### src/rtl/ddr_btn_reporter_pkg.sv
`default_nettype none
// +-------------------------------------------------------------------------+
// | ddr_btn_reporter_pkg : event tag, button codes and sender FSM encodings |
// | Revision 1.0                                                            |
// +-------------------------------------------------------------------------+
package ddr_btn_reporter_pkg;

  localparam int c_NUM_BTN = 5;
  localparam logic [2:0] c_EVT_TAG = 3'b101;
  // Index order matches i_btn = {BtnM,BtnR,BtnL,BtnD,BtnU}
  localparam logic [2:0] c_BTN_CODE [c_NUM_BTN] = '{3'd0, 3'd1, 3'd2, 3'd3, 3'd4};
  // WAIT_HI gives up on busy after four cycles (timer values 0..3)
  localparam logic [1:0] c_HI_TIMEOUT_LAST = 2'd3;

  typedef enum logic [1:0] {
    IDLE    = 2'd0,
    SEND    = 2'd1,
    WAIT_HI = 2'd2,
    WAIT_LO = 2'd3
  } sendState_t;

  function automatic logic [7:0] mkEvent(input logic press, input logic [2:0] code);
    return {c_EVT_TAG, press, 1'b0, code};
  endfunction

endpackage
`default_nettype wire

### src/rtl/ddr_debounce.sv
`default_nettype none
// +-------------------------------------------------------------------------+
// | ddr_debounce : 2-flop synchronizer, stability counter, edge pulses      |
// | Revision 1.0                                                            |
// +-------------------------------------------------------------------------+
module ddr_debounce #(
  parameter int DEBOUNCE_CYCLES = 1000000
) (
  input  logic clk,
  input  logic rst,
  input  logic i_btnRaw,
  output logic o_rise,
  output logic o_fall
);

  localparam int c_CNT_W = (DEBOUNCE_CYCLES > 1) ? $clog2(DEBOUNCE_CYCLES) : 1;
  localparam logic [c_CNT_W-1:0] c_LAST = c_CNT_W'(DEBOUNCE_CYCLES - 1);

  logic [1:0]         r_sync;
  logic               r_level;
  logic [c_CNT_W-1:0] r_count;
  logic               r_rise;
  logic               r_fall;

  // Edge pulses are registered alongside the level so they coincide with its change
  always_ff @(posedge clk or negedge rst) begin
    if (!rst) begin
      r_sync  <= '0;
      r_level <= 1'b0;
      r_count <= '0;
      r_rise  <= 1'b0;
      r_fall  <= 1'b0;
    end else begin
      r_sync <= {r_sync[0], i_btnRaw};
      r_rise <= 1'b0;
      r_fall <= 1'b0;
      if (r_sync[1] != r_level) begin
        if (r_count == c_LAST) begin
          r_level <= r_sync[1];
          r_rise  <= r_sync[1];
          r_fall  <= ~r_sync[1];
          r_count <= '0;
        end else begin
          r_count <= r_count + 1'b1;
        end
      end else begin
        r_count <= '0;
      end
    end
  end

  assign o_rise = r_rise;
  assign o_fall = r_fall;

endmodule
`default_nettype wire

### src/rtl/ddr_btn_reporter.sv
`default_nettype none
// +-------------------------------------------------------------------------+
// | ddr_btn_reporter : debounced button press/release events to UART bytes  |
// | Revision 1.0                                                            |
// +-------------------------------------------------------------------------+
module ddr_btn_reporter
  import ddr_btn_reporter_pkg::*;
#(
  parameter int DEBOUNCE_CYCLES = 1000000,
  parameter int FIFO_DEPTH      = 8
) (
  input  logic                 clk,
  input  logic                 rst,
  input  logic [c_NUM_BTN-1:0] i_btn,
  input  logic                 i_tx_busy,
  output logic [7:0]           o_tx_data,
  output logic                 o_tx_stb,
  output logic                 o_overflow
);

  localparam int c_PTR_W = $clog2(FIFO_DEPTH);
  localparam logic [c_PTR_W:0] c_FULL = (c_PTR_W + 1)'(FIFO_DEPTH);

  logic [c_NUM_BTN-1:0] w_rise, w_fall, w_clr;
  logic [c_NUM_BTN-1:0] r_pend, r_dir;
  logic [2:0]           w_sel;
  logic                 w_hit, w_full, w_pop, w_push, w_drop;
  logic [7:0]           w_evt;

  logic [7:0]         r_mem [FIFO_DEPTH];
  logic [c_PTR_W-1:0] r_wrPtr, r_rdPtr;
  logic [c_PTR_W:0]   r_count;

  sendState_t r_state;
  logic [1:0] r_timer;
  logic [7:0] r_txData;
  logic       r_txStb;
  logic       r_overflow;

  for (genvar g = 0; g < c_NUM_BTN; g++) begin : g_btn
    ddr_debounce #(.DEBOUNCE_CYCLES(DEBOUNCE_CYCLES)) u_deb (
      .clk      (clk),
      .rst      (rst),
      .i_btnRaw (i_btn[g]),
      .o_rise   (w_rise[g]),
      .o_fall   (w_fall[g])
    );
  end

  // Fixed priority: the lowest index (BtnU) wins
  always_comb begin
    w_sel = '0;
    w_hit = 1'b0;
    for (int i = c_NUM_BTN - 1; i >= 0; i--) begin
      if (r_pend[i]) begin
        w_sel = 3'(i);
        w_hit = 1'b1;
      end
    end
  end

  assign w_evt  = mkEvent(r_dir[w_sel], c_BTN_CODE[w_sel]);
  assign w_clr  = w_hit ? (c_NUM_BTN'(1) << w_sel) : '0;
  assign w_full = (r_count == c_FULL);
  assign w_pop  = (r_state == SEND);
  // A pop in the same cycle frees the slot, so a full FIFO still accepts
  assign w_push = w_hit && (!w_full || w_pop);
  assign w_drop = w_hit && w_full && !w_pop;

  always_ff @(posedge clk or negedge rst) begin
    if (!rst) begin
      r_pend     <= '0;
      r_dir      <= '0;
      r_overflow <= 1'b0;
    end else begin
      r_pend <= (r_pend & ~w_clr) | w_rise | w_fall;
      r_dir  <= (r_dir & ~(w_rise | w_fall)) | w_rise;
      if (w_drop) begin
        r_overflow <= 1'b1;
      end
    end
  end

  always_ff @(posedge clk) begin
    if (w_push) begin
      r_mem[r_wrPtr] <= w_evt;
    end
  end

  always_ff @(posedge clk or negedge rst) begin
    if (!rst) begin
      r_wrPtr <= '0;
      r_rdPtr <= '0;
      r_count <= '0;
    end else begin
      if (w_push) r_wrPtr <= r_wrPtr + 1'b1;
      if (w_pop)  r_rdPtr <= r_rdPtr + 1'b1;
      case ({w_push, w_pop})
        2'b10:   r_count <= r_count + 1'b1;
        2'b01:   r_count <= r_count - 1'b1;
        default: r_count <= r_count;
      endcase
    end
  end

  always_ff @(posedge clk or negedge rst) begin
    if (!rst) begin
      r_state  <= IDLE;
      r_timer  <= '0;
      r_txStb  <= 1'b0;
      r_txData <= 8'h00;
    end else begin
      r_txStb <= 1'b0;
      case (r_state)
        IDLE: begin
          if ((r_count != '0) && !i_tx_busy) begin
            r_state  <= SEND;
            r_txStb  <= 1'b1;
            r_txData <= r_mem[r_rdPtr];
          end
        end
        SEND: begin
          r_state <= WAIT_HI;
          r_timer <= '0;
        end
        WAIT_HI: begin
          if (i_tx_busy || (r_timer == c_HI_TIMEOUT_LAST)) begin
            r_state <= WAIT_LO;
          end else begin
            r_timer <= r_timer + 1'b1;
          end
        end
        WAIT_LO: begin
          if (!i_tx_busy) begin
            r_state <= IDLE;
          end
        end
        default: r_state <= IDLE;
      endcase
    end
  end

  assign o_tx_data  = r_txData;
  assign o_tx_stb   = r_txStb;
  assign o_overflow = r_overflow;

endmodule
`default_nettype wire

### config.mk
export PLATFORM = sky130hd
export DESIGN_NAME = ddr_btn_reporter
export DESIGN_NICKNAME = d
export VERILOG_FILES = /design/src/rtl/ddr_btn_reporter_pkg.sv /design/src/rtl/ddr_debounce.sv /design/src/rtl/ddr_btn_reporter.sv
export SDC_FILE = /design/constraint.sdc
export NUM_CORES = 1
export LEC_CHECK = 0
export CAP_MARGIN = 40
export CORE_ASPECT_RATIO = 2
export CORE_UTILIZATION = 45
export DETAILED_ROUTE_END_ITERATION = 6
export GPL_ROUTABILITY_DRIVEN = 0
export PLACE_DENSITY = 0.65
export SYNTH_ARGS = -nofsm -noshare
export SYNTH_HDL_FRONTEND = slang
export SYNTH_SLANG_ARGS = --single-unit
export TNS_END_PERCENT = 1
### constraint.sdc
create_clock -name clk -period 5.5 [get_ports clk]
set_input_delay 0.825 -clock clk [delete_from_list [all_inputs] [get_ports clk]]
set_output_delay 0.825 -clock clk [all_outputs]
set_load 0.05 [all_outputs]
==> results of run 1 <==
==> cell families (layout without fill, tap and decap cells) <==
logic type | after synthesis | in the layout | share of synthesized area
simple gates | 332 | 332 | 0.212
flops | 188 | 188 | 0.563
compound gates | 86 | 86 | 0.0656
xor+xnor | 80 | 80 | 0.0811
buf+inv | 44 | 79 | 0.0208
mux | 21 | 21 | 0.0372
fa+ha+maj | 14 | 14 | 0.0203
other cells | 1 | 2 | 0.000434
==> state kept, by name (all words and copies together), names as in the netlist, 3 cells and up <==
signal               count
g_btn.u_deb.r_count    100
r_mem                   32
g_btn.u_deb.r_sync      10
g_btn.u_deb.o_fall       5
g_btn.u_deb.o_rise       5
g_btn.u_deb.r_level      5
o_tx_data                5
r_dir                    5
r_pend                   5
r_count                  4
r_rdPtr                  3
r_wrPtr                  3
==> power breakdown <==
part / internal [W] / switching [W] / total, W / leakage [nW]
Clock: 0.000697 / 0.000576 / 0.00127 / 0.301
Sequential: 0.00142 / 0.0000131 / 0.00144 / 2.36
Combinational: 0.0000207 / 0.0000473 / 0.0000680 / 1.19
==> worst max-delay path: stages, from the launching register on <==
cell	delay, ns
dfrtp_1	0.41
inv_1	0.12
ha_1	0.40
inv_1	0.15
a22oi_1	0.43
nand2_1	0.21
nor3b_1	0.57
==> cells in the mapped netlist, drive strengths merged (6+ instances only) <==
cell type,number,area [µm²]
and2,8,50.1
edfxtp,32,961
nor3,21,105
a21oi,31,155
xor2,35,307
a21o,6,45.0
nor3b,14,105
nor4,20,125
o31ai,12,119
nand3,34,180
mux2,9,101
or4,14,114
nand4,26,199
ha,14,175
clkbuf,16,61.3
inv,22,82.6
nor4b,7,61.3
nand2,48,180
buf,6,36.3
mux4,8,180
and3,10,62.6
or2,6,37.5
o21ai,17,85.1
or3,15,96.3
dfrtp,156,3900
nor2,89,334
and4,9,78.8
xnor2,45,394
==> final cells by class <==
type                       count  area, µm²
timing repair buffer          25        236
clock buffer                  17        425
sequential                   188       4860
multi-input combinational    535       3600
tap                          255        319
clock inverter                15        195
fill                        1666       9110
inverter                      22       82.6
==> through the flow <==
step	worst slack [ns]	utilization	area, µm²	instances	hold slack (ns)
2_1_floorplan	3.29	-	8650	767	0.331
3_3_place_gp	3.02	0.480	9030	1017	0.338
3_5_place_dp	2.86	0.483	9100	1024	0.335
4_1_cts	2.83	0.516	9720	1056	0.227
5_1_grt	2.67	0.516	9730	1057	0.240
6_report	2.85	0.516	9730	1057	0.238
==> path summary, 6_finish.rpt <==
| path | startpoint | endpoint | slack (ns) | cells past startpoint |
|---|---|---|---|---|
| max | r_state[1]$_DFFE_PN0P_ | r_mem[5][2]$_DFFE_PP_ | 2.85 | 6 |
| min | rst | g_btn[3].u_deb.r_count[10]$_DFF_PN0_ | 0.24 | 1 |
| max reg2reg | r_state[1]$_DFFE_PN0P_ | r_mem[5][2]$_DFFE_PP_ | 2.85 | 6 |
| min reg2reg | g_btn[3].u_deb.r_sync[0]$_DFF_PN0_ | g_btn[3].u_deb.r_sync[1]$_DFF_PN0_ | 0.35 | 0 |
| max in group asynchronous | rst | g_btn[1].u_deb.r_count[16]$_DFF_PN0_ | 3.90 | 3 |
| min in group clk | g_btn[3].u_deb.r_sync[0]$_DFF_PN0_ | g_btn[3].u_deb.r_sync[1]$_DFF_PN0_ | 0.35 | 0 |
==> routing by layer <==
layer	routed length, µm	track usage	vias to the layer above
met5	0	0	-
met4	292	0.0741	0
met3	316	0.0282	21
met2	9450	0.346	93
met1	6240	0.193	2923
li1	-	-	2800
==> results by group, run 1 <==
Yosys
  – EDFF count, synth: 32
  – Asr flop ratio synth: 0.830
  – Synthesized area: 8640 µm²
  – Yosys warnings: 0
  – Seq/Total Area, Yosys: 0.563
  – Distinct cells, synth: 62
  – Top FF cell, synth: dfrtp_1
  – Syn Inst Count: 766
  – Mean Syn Cell Area: 11.3 µm²
  – Synth Register Bits: 188

Clock tree
  – CTS root buffer: clkbuf_16
  – # H-tree levels: 4
  – Skew-Pair Late Insertion Delay: 0.43 ns
  – Num Clock Sinks: 188
  – Cts hold-fix bufs: 0
  – Cts repair resizes: 0
  – Clk slew on worst S/H paths: 0.08 ns
  – CTS tree: built
  – Post-CTS Setup Inserts: 0
  – TritonCTS buffer count: 17
  – Max clock buf depth: 2

Power and ir drop
  – Peak supply drop: 0.000169 V
  – Pwr Total: 0.00278 W
  – Pwr/cell area: 285 nW/µm²
  – Pleak: 3.86 nW

Layout
  – Most frequent cells in the layout: 156 x dfrtp_1, 89 x nor2_1, 48 x nand2_1
  – Nets: 811
  – Layout cells sized above 1: 0.103
  – Area Growth Syn to Fin: 12.5%
  – Antenna diodes: 0
  – Commonest non-fill, non-tap cell in the layout: dfrtp_1

STA
  – # setup viols final: 0
  – Setup TNS: 0 ns
  – Worst Max-Slew Pin Slew: 0.800 ns
  – Final Max Tran Viols: 0
  – Worst Skew: 0.00802 ns
  – Rel. slew slack: 0.462
  – Final worst-path cycle share: 0.482
  – Final hold viol count: 0
  – Unrepaired setup endpoints after global routing: false
  – Time the worst path needs with I/O delays and setup: 2.65 ns
  – Peak Freq: 0.377 GHz

Setup path
  – Worst EP arrival: 2.71 ns
  – CP Max Fanout: 11
  – Setup Crit Path Kind: reg -> reg
  – Crit. End Element: register
  – CP startpoint kind: register
  – Req. time, crit path: 5.56 ns

Routing
  – Drt first pass iters: 6
  – Total routed wirelength: 16.3 mm
  – Iteration-0 DRC count of the detailed router: 300
  – Avg WL per Cell: 15.4 µm
  – DRC: 0
  – Vias: 5837
  – DR vias/cell: 5.52
  – Final ANT Viol Nets: 0

Die
  – Die width: 100 µm
  – Core area: 18800 µm²
  – I/O Pins: 18
  – Die Y-Extent: 198 µm
  – Die area: 19800 µm²
  – Site Rows: 71
  – Initial Util: 0.459

Global routing
  – First-pass GRT wire length: 28.5 mm
  – Total congestion overflow: 0
  – Total GRT Usage: 0.181
  – Vias in the first global route: 6065
  – Largest net degree at the start of global routing: 86
  – Initial antenna violation count: 0

Worst hold path
  – Hold Path Class: in -> async

Placement
  – Hpwl dp: 11.7 mm
  – Port Buffers: 15

Status
  – Outcome: finished, final reports clean

Flow run
  – Max-cap violation count: 0
Note: power is estimated with default switching activity, not from simulation.
==> run 2: changes to the inputs <==
--- a/config.mk
+++ b/config.mk
@@ -10,7 +10,7 @@
 export CORE_UTILIZATION = 45
 export DETAILED_ROUTE_END_ITERATION = 6
 export GPL_ROUTABILITY_DRIVEN = 0
-export PLACE_DENSITY = 0.65
+export PLACE_DENSITY = 0.67
 export SYNTH_ARGS = -nofsm -noshare
 export SYNTH_HDL_FRONTEND = slang
 export SYNTH_SLANG_ARGS = --single-unit
==> constraint.sdc (replaced) <==
create_clock -name clk -period 2.24 [get_ports clk]
set_input_delay 0.336 -clock clk [delete_from_list [all_inputs] [get_ports clk]]
set_output_delay 0.336 -clock clk [all_outputs]
set_load 0.05 [all_outputs]
==> run 2 against run 1 <==
  * Clock power rose by 130%
  * Largest cell class unchanged
  * Setup slack got worse by 2.6 ns
  * Worst hold slack improved by 0.096 ns
  * Total power rose by 140%
  * Via count fell by 0.36%
==> results by group, run 2 (synthesized netlist as in run 1, its figures left out) <==
Status
  – Outcome: finished, final reports clean

Global routing
  – Total GRT Usage: 0.177 (-0.00416)
  – Largest net degree at the start of global routing: 52 (-40%)
  – Vias in the first global route: 5886 (-3.0%)
  – First-pass GRT wire length: 27.3 mm (-4.4%)
  – Total congestion overflow: 0 (unchanged)
  – Initial antenna violation count: 0 (unchanged)

Setup path
  – Worst reg-to-reg path cell count: 6 (unchanged)
  – CP Launch Point: r_state[1]$_DFFE_PN0P_
  – Reg-to-reg startpoint: r_state[1]$_DFFE_PN0P_
  – Setup Crit Path Kind: reg -> reg
  – Worst EP arrival: 2.08 ns (-0.63 ns)
  – CP Max Fanout: 4 (-7)
  – Setup crit end: r_mem[1][3]$_DFFE_PP_
  – Crit. End Element: register
  – Worst reg-to-reg setup slack: 0.23 ns (-2.62 ns)
  – Req. time, crit path: 2.31 ns (-3.25 ns)
  – CP startpoint kind: register
  – Reg2reg end: r_mem[1][3]$_DFFE_PP_

STA
  – Worst Skew: 0.00788 ns (-0.000141 ns)
  – # setup viols final: 0 (unchanged)
  – Rel. slew slack: 0.426 (-0.0359)
  – Setup TNS: 0 ns (unchanged)
  – Final worst-path cycle share: 0.898 (+0.416)
  – Final Max Tran Viols: 0 (unchanged)
  – Peak Freq: 0.497 GHz (+32%)
  – Worst Max-Slew Pin Slew: 0.849 ns (+0.0493 ns)
  – Setup ws final: 0.229 ns (-2.62 ns)
  – Unrepaired setup endpoints after global routing: false
  – Time the worst path needs with I/O delays and setup: 2.01 ns (-0.638 ns)
  – Final hold viol count: 0 (unchanged)

Layout
  – Layout cells sized above 1: 0.132 (+0.0287)
  – Antenna diodes: 0 (unchanged)
  – Commonest non-fill, non-tap cell in the layout: dfrtp_1
  – Most flop-heavy register: g_btn.u_deb.r_count
  – Nets: 841 (+3.7%)
  – Top flop regs: g_btn.u_deb.r_count x100, r_mem x32, g_btn.u_deb.r_sync x10
  – Fillers: 1759 (+5.6%)
  – Reg area: 4860 µm² (unchanged)
  – Area Growth Syn to Fin: 14.9%
  – Max reg flops: 100 (unchanged)
  – Most frequent cells in the layout: 156 x dfrtp_1, 89 x nor2_1, 48 x nand2_1
  – Area occupied by multi-input gates: 3600 µm² (unchanged)

Routing
  – Iteration-0 DRC count of the detailed router: 228 (-24%)
  – Total routed wirelength: 15.6 mm (-4.4%)
  – Vias: 5816 (-0.36%)
  – Top Layer Used: met4
  – DR vias/cell: 5.35 (-3.1%)
  – WL met1: 5.85 mm (-6.3%)
  – Avg WL per Cell: 14.3 µm (-7.0%)
  – Met2 routed WL: 9.15 mm (-3.2%)
  – DRC: 0 (unchanged)
  – Final ANT Viol Nets: 0 (unchanged)
  – Drt first pass iters: 6 (unchanged)
  – Met3 routed WL: 259 µm (-18%)

Flow run
  – Max-cap violation count: 0 (unchanged)

Die
  – I/O Pins: 18 (unchanged)
  – Site Rows: 71 (unchanged)
  – Die width: 100 µm (unchanged)
  – Die area: 19800 µm² (unchanged)
  – Core area: 18800 µm² (unchanged)
  – Die Y-Extent: 198 µm (unchanged)
  – Initial Util: 0.459 (unchanged)

Clock tree
  – CTS tree: built
  – # H-tree levels: 4 (unchanged)
  – CTS root buffer: clkbuf_16
  – Num Clock Sinks: 188 (unchanged)
  – TritonCTS buffer count: 17 (unchanged)
  – Skew-Pair Late Insertion Delay: 0.44 ns (about the same)
  – Post-CTS Setup Inserts: 0 (unchanged)
  – Max clock buf depth: 2 (unchanged)
  – Clk slew on worst S/H paths: 0.07 ns (about the same)

Placement
  – Hpwl dp: 11.5 mm (-1.8%)
  – Pre-CTS setup slack: 0.224 ns (-2.63 ns)
  – Port Buffers: 15 (unchanged)

Worst hold path
  – Hold depth: 1
  – Hold Path Class: in -> reg

Power and ir drop
  – Peak supply drop: 0.000428 V (+150%)
  – Pleak: 3.99 nW (+3.4%)
  – Pwr/cell area: 669 nW/µm² (+130%)
[run 2: cell count changes in the layout (fill, tap and decap cells not counted), sizes merged]
cell,change
buf,+30
inv,-1
dlygate4sd3,+1
clkinv,+2
bufinv,-1
clkbuf,-1
[run 2: stage by stage]
step	instances	util	total power [W]	hold slack [ns]	instance area (µm²)
6_report	1087	0.527	0.00665	0.334	9930
2_1_floorplan	767	-	0.00366	0.0404	8650
3_3_place_gp	1054	0.496	0.00377	0.262	9340
5_1_grt	1087	0.527	0.00688	0.328	9930
3_5_place_dp	1054	0.496	0.00377	0.262	9340
4_1_cts	1087	0.527	0.00674	0.311	9930
[run 2: power by group]
| part | internal, W | leakage, nW | switching, W | total [W] |
|---|---|---|---|---|
| Sequential | 0.00349 | 2.36 | 0.0000312 | 0.00353 |
| Clock | 0.00158 | 0.283 | 0.00137 | 0.00294 |
| Combinational | 0.0000593 | 1.34 | 0.000118 | 0.000177 |
[run 2: repair_timing]
item / in CTS / in global routing
gates resized for setup: 0 / 0
endpoints found under the hold margin: 34 / 0
hold buffers: 1 / 0
[run 2: layer usage]
layer | global-route usage | vias to the layer above
li1 | - | 2862
met1 | 0.180 | 2884
met2 | 0.338 | 49
met3 | 0.0332 | 21
met4 | 0.0832 | 0
met5 | 0 | -
[run 2: how the worst min path moves through the flow]
stage | startpoint | end | slack [ns]
3_3_place_gp | rst | g_btn[3].u_deb.r_count[5]$_DFF_PN0_ | 0.26
2_1_floorplan | rst | g_btn[0].u_deb.o_fall$_DFF_PN0_ | 0.04
3_5_place_dp | rst | g_btn[3].u_deb.r_count[13]$_DFF_PN0_ | 0.26
5_1_grt | i_btn[3] | g_btn[3].u_deb.r_sync[0]$_DFF_PN0_ | 0.33
6_report | i_btn[3] | g_btn[3].u_deb.r_sync[0]$_DFF_PN0_ | 0.33
4_1_cts | i_btn[3] | g_btn[3].u_deb.r_sync[0]$_DFF_PN0_ | 0.31
[run 2: final cells by class]
| class | count | area share |
|---|---|---|
| well taps | 255 | 0.0321 |
| inverters | 22 | 0.00832 |
| repair buffers | 55 | 0.0483 |
| multi-input cells | 535 | 0.363 |
| clock inverters | 15 | 0.0158 |
| clock buffers | 17 | 0.0428 |
| flip-flops and latches | 188 | 0.490 |
[run 2: critical path, stage by stage (launching register included)]
cell	delay (ns)
dfrtp_1	0.38
inv_1	0.07
ha_1	0.16
inv_1	0.05
nand2_1	0.07
o21ai_0	0.14
nor4b_1	0.77
